===== config.mk =====
export PLATFORM = sky130hd
export DESIGN_NAME = ou_ctrl
export DESIGN_NICKNAME = d
export VERILOG_FILES = /design/src/rtl/ou_ctrl.sv
export SDC_FILE = /design/constraint.sdc
export NUM_CORES = 1
export LEC_CHECK = 0
export ABC_CLOCK_PERIOD_IN_PS = 2000
export BUFFER_PORTS_ARGS = -buffer_cell sky130_fd_sc_hd__buf_2
export CAP_MARGIN = 20
export CORE_MARGIN = 2
export CORE_UTILIZATION = 48
export CTS_BUF_LIST = sky130_fd_sc_hd__clkbuf_8
export CTS_CLUSTER_SIZE = 40
export DETAILED_ROUTE_END_ITERATION = 12
export GPL_ROUTABILITY_DRIVEN = 0
export PLACE_DENSITY = 0.77
export SYNTH_ARGS = -nofsm -noshare
export SYNTH_HDL_FRONTEND = slang
export SYNTH_SLANG_ARGS = --single-unit

===== constraint.sdc =====
create_clock -name clk -period 2 [get_ports clk]
set_clock_uncertainty 0.2 [all_clocks]
set_input_delay 0.1 -clock clk [delete_from_list [all_inputs] [get_ports clk]]
set_output_delay 0.1 -clock clk [all_outputs]
set_load 0.02 [all_outputs]

===== src/rtl/ou_ctrl.sv =====
// Control sequencer for the ones'-complement adder path: load, add, end-around carry,
// negative-zero fix and overflow report, driving the datapath with one-cycle strobes.
module ou_ctrl #(
  parameter int OP_W = 2
) (
  input  logic            clk,
  input  logic            rst_n,
  input  logic            start,
  input  logic [OP_W-1:0] op,
  input  logic            cout,
  input  logic            ks4,
  input  logic            ovf,
  output logic            y_lda,
  output logic            y_clr_a,
  output logic            y_ldb,
  output logic            y_clr_b,
  output logic            y_invb,
  output logic            y_sum,
  output logic            y_inc,
  output logic            y_clr_rr,
  output logic            busy,
  output logic            done,
  output logic            err
);

  localparam logic [OP_W-1:0] OP_SUB  = OP_W'(1);
  localparam logic [OP_W-1:0] OP_NEG  = OP_W'(2);
  localparam logic [OP_W-1:0] OP_PASS = OP_W'(3);

  typedef enum logic [2:0] {
    IDLE, LOAD_A, LOAD_B, ADD, CARRY, CHECK, FIX, DONE
  } state_t;

  typedef struct packed {
    logic lda;
    logic clr_a;
    logic ldb;
    logic clr_b;
    logic invb;
    logic sum;
    logic inc;
    logic clr_rr;
    logic busy;
    logic done;
  } outs_t;

  state_t          state, state_n;
  logic [OP_W-1:0] op_r, op_n;
  outs_t           outs;

  function automatic outs_t decode(input state_t s, input logic [OP_W-1:0] o);
    outs_t d;
    d = '0;
    case (s)
      LOAD_A: begin
        d.busy = 1'b1;
        if (o == OP_NEG) d.clr_a = 1'b1;
        else             d.lda   = 1'b1;
      end
      LOAD_B: begin
        d.busy = 1'b1;
        if (o == OP_PASS) d.clr_b = 1'b1;
        else              d.ldb   = 1'b1;
        d.invb = (o == OP_SUB) || (o == OP_NEG);
      end
      ADD: begin
        d.busy = 1'b1;
        d.sum  = 1'b1;
        d.invb = (o == OP_SUB) || (o == OP_NEG);
      end
      CARRY: begin
        d.busy = 1'b1;
        d.inc  = 1'b1;
      end
      CHECK: d.busy = 1'b1;
      FIX: begin
        d.busy   = 1'b1;
        d.clr_rr = 1'b1;
      end
      DONE:    d.done = 1'b1;
      default: d = '0;
    endcase
    return d;
  endfunction

  always_comb begin
    state_n = state;
    op_n    = op_r;
    case (state)
      IDLE: begin
        if (start) begin
          state_n = LOAD_A;
          op_n    = op;
        end
      end
      LOAD_A:  state_n = LOAD_B;
      LOAD_B:  state_n = ADD;
      ADD:     state_n = cout ? CARRY : CHECK;
      CARRY:   state_n = CHECK;
      CHECK:   state_n = ks4 ? FIX : DONE;
      FIX:     state_n = DONE;
      DONE:    state_n = IDLE;
      default: state_n = IDLE;
    endcase
  end

  // Outputs are registered from the next state, so they equal a decode of the current state.
  always_ff @(posedge clk or negedge rst_n) begin
    if (!rst_n) begin
      state <= IDLE;
      op_r  <= '0;
      err   <= 1'b0;
      outs  <= '0;
    end else begin
      state <= state_n;
      op_r  <= op_n;
      outs  <= decode(state_n, op_n);
      if (state == IDLE && start) err <= 1'b0;
      else if (state == CHECK)    err <= ovf;
    end
  end

  assign {y_lda, y_clr_a, y_ldb, y_clr_b, y_invb, y_sum, y_inc, y_clr_rr, busy, done} = outs;

endmodule


==> reports/summary.txt <==
Status = finished, final reports clean
Sequential fraction of design power = 0.274
DR vias = 547
Place WS = 54.71 ps
Slew headroom = 0.7645
Ys Warns = 0
Data arrival, critical path = 1890 ps
Worst setup margin = 65.57 ps
Initial antenna violation count = 0
R2r setup slk = 70 ps
# port buffers = 18
Die Y = 43.91 µm
Syn Area/Cell = 13.18 µm²
VDD IR max = 0.8877 mV
Max frequency = 516.9 MHz
Portion of total power attributed to the clock network = 0.151
Total CTS buffers = 3
Synthesized Nets = 72
Routed vias/inst = 5.160
CTS tree = yes
Startpoint class of the critical path = flip-flop
Min-Delay Path Class = in -> async
Total core area = 1506 µm²
Mapped Area = 764.5 µm²
Nets = 105
Family with the most delay on the worst path = simple AND/OR/NAND/NOR gates
First-pass GRT wire length = 2401 µm
Worst path bufs/invs = 1
Crit-path max cell delay = 390 ps
Worst-margin pin slew = 353.2 ps
Commonest non-fill, non-tap cell in the layout = buf_2
Fill cells = 107
Critical path fanouts, max = 5
Worst-case reg-to-reg path depth = 6
Setup Viol. Count Final = 0
Netlist cell types = 26
Vias in the first global route = 579
Hold Fails Final Rpt = 0
Die Area = 1928 µm²
H-tree levels = 1
Post-synthesis sequential area ratio = 0.5237
Detail Route Antenna Nets = 0
Combinational share of power = 0.575
R2r startpoint = state[0]
Routed len/inst = 14.06 µm
Diodes inserted = 0
Clk_lat worst skew = 240 ps
Cell at the slowest stage of the critical path = dfrtp_1
CP required = 1950 ps
CP Class = reg -> reg
CTS sink count = 16
Post-DP HPWL = 987.7 µm
Number of remaining DRC errors = 0
Post-Route WL = 1490 µm
Starting Density = 0.5075
Max Slew Vio Count = 0
Crit path cell chain = buf_4, ha_1, nor3_2, a31oi_4, nand2b_4, a211oi_1
DRT Pass-1 Iters = 4
P_sw = 778.0 µW
Final Cycle Share = 0.9672
Max-cap viol count = 0
Total track usage = 0.1701
Critical path capture point type = flip-flop
Share of cells above drive strength 1 = 0.5222
Row count = 14
Clk buf depth = 2
I/O pins = 19
Cells after Synth = 58
Area Overhead vs Synth = 37.97%
Initial drt markers = 2
Critical register-to-register path endpoint = y_sum
Switching Share = 0.4114
Die X = 43.91 µm
Int Power = 1.113 mW
Power Total = 1.891 mW
Root buf cell = clkbuf_8
Most frequent cells in the layout = 18 x buf_2, 16 x dfrtp_1, 5 x dlygate4sd3_1, 5 x buf_4
GR Overflow Total = 0
Leak = 0.5275 nW
RSZ-0062 raised after global routing = yes
Crit path time final = 1934 ps
Power per cell area = 1793 nW/µm²
Largest net degree at the start of global routing = 17
Seq cells post-synth = 16
Clk pin slew, worst setup/hold paths = 70 ps
## routing by layer
layer | vias to the layer above | global-route usage | share of wire
met3 | 4 | 0.03750 | 0.049
li1 | 258 | - | -
met5 | - | 0 | 0
met1 | 265 | 0.2070 | 0.44
met4 | 0 | 0.04848 | 0.021
met2 | 20 | 0.3000 | 0.49
## how the worst max path moves through the flow
stage / start / to / depth (start not counted)
4_1_cts: state[0] / y_sum / 6
6_report: state[0] / y_sum / 6
3_5_place_dp: state[1] / y_clr_b / 8
5_1_grt: state[0] / y_sum / 6
2_1_floorplan: state[0] / y_clr_b / 7
3_3_place_gp: state[1] / y_clr_b / 7
## stage by stage
stage          instances  hold WS (ps)  TNS (ps)  utilization  area (µm²)
6_report             106         97.24         0       0.7002        1055
5_1_grt              106         134.4    -59.11       0.7002        1055
4_1_cts              104         106.1         0       0.6669        1005
3_5_place_dp          95        -169.4         0       0.5972       899.6
3_3_place_gp          95        -181.3         0       0.5972       899.6
2_1_floorplan         58        -395.6         0            -       767.0
## cell families after synthesis
family,synth area share
adder cells (fa/ha/maj),0.09820
buffers and inverters,0.01473
AO/OA/AOI/OAI,0.09821
multiplexers,0.05565
flip-flops,0.5237
AND/OR/NAND/NOR,0.2095
## Yosys cell counts (all sizes together)
cell | n | area (µm²)
dfrtp | 16 | 400.4
a211oi | 2 | 27.53
inv | 3 | 11.26
o21ai | 2 | 10.01
or2 | 2 | 15.02
nor3 | 3 | 31.28
and3 | 1 | 6.260
nor2b | 2 | 15.02
nor3b | 2 | 25.02
nor2 | 5 | 21.27
nand2 | 3 | 11.26
mux2i | 2 | 20.02
nand2b | 1 | 13.76
a211o | 1 | 8.760
ha | 6 | 75.07
and3b | 1 | 8.760
mux2 | 2 | 22.52
a21oi | 1 | 16.27
and2 | 2 | 12.51
a31oi | 1 | 12.51
## sequential cells by signal (all words and copies together), names as in the netlist
signal	count
y_clr_b	1
y_inc	1
done	1
err	1
busy	1
y_ldb	1
y_sum	1
y_clr_rr	1
op_r	2
y_lda	1
y_invb	1
state	3
y_clr_a	1
## power by group through the flow
stage | clock, mW | combinational [mW] | sequential, mW
6_report | 0.285 | 1.09 | 0.518
5_1_grt | 0.304 | 1.19 | 0.530
4_1_cts | 0.289 | 0.980 | 0.512
3_5_place_dp | 0 | 0.959 | 0.515
3_3_place_gp | 0 | 0.937 | 0.511
2_1_floorplan | 0 | 0.640 | 0.592
## final cells by class
cell class | instances | area, µm² | area share
tap | 16 | 20.02 | 0.01898
sequential | 16 | 400.4 | 0.3796
timing repair buffer | 28 | 177.7 | 0.1684
multi-input combinational | 39 | 390.4 | 0.3701
clock buffer | 4 | 55.05 | 0.05219
inverter | 3 | 11.26 | 0.01068
## worst register-to-register path: cells and delay by family (launching register included)
family / cells / cell delay, ps
fa+ha+maj: 1 / 260
simple gates: 2 / 480
buf+inv: 1 / 160
compound gates: 2 / 360
flops: 1 / 390
## timing repair
item / 4_1_cts / 5_1_grt
hold endpoints to repair: 19 / 0
hold buffers: 5 / 0
setup buffers: 0 / 2
endpoints found under the setup margin: 0 / 8
resized for setup: 0 / 9
Power figures use the tool's default switching activity.
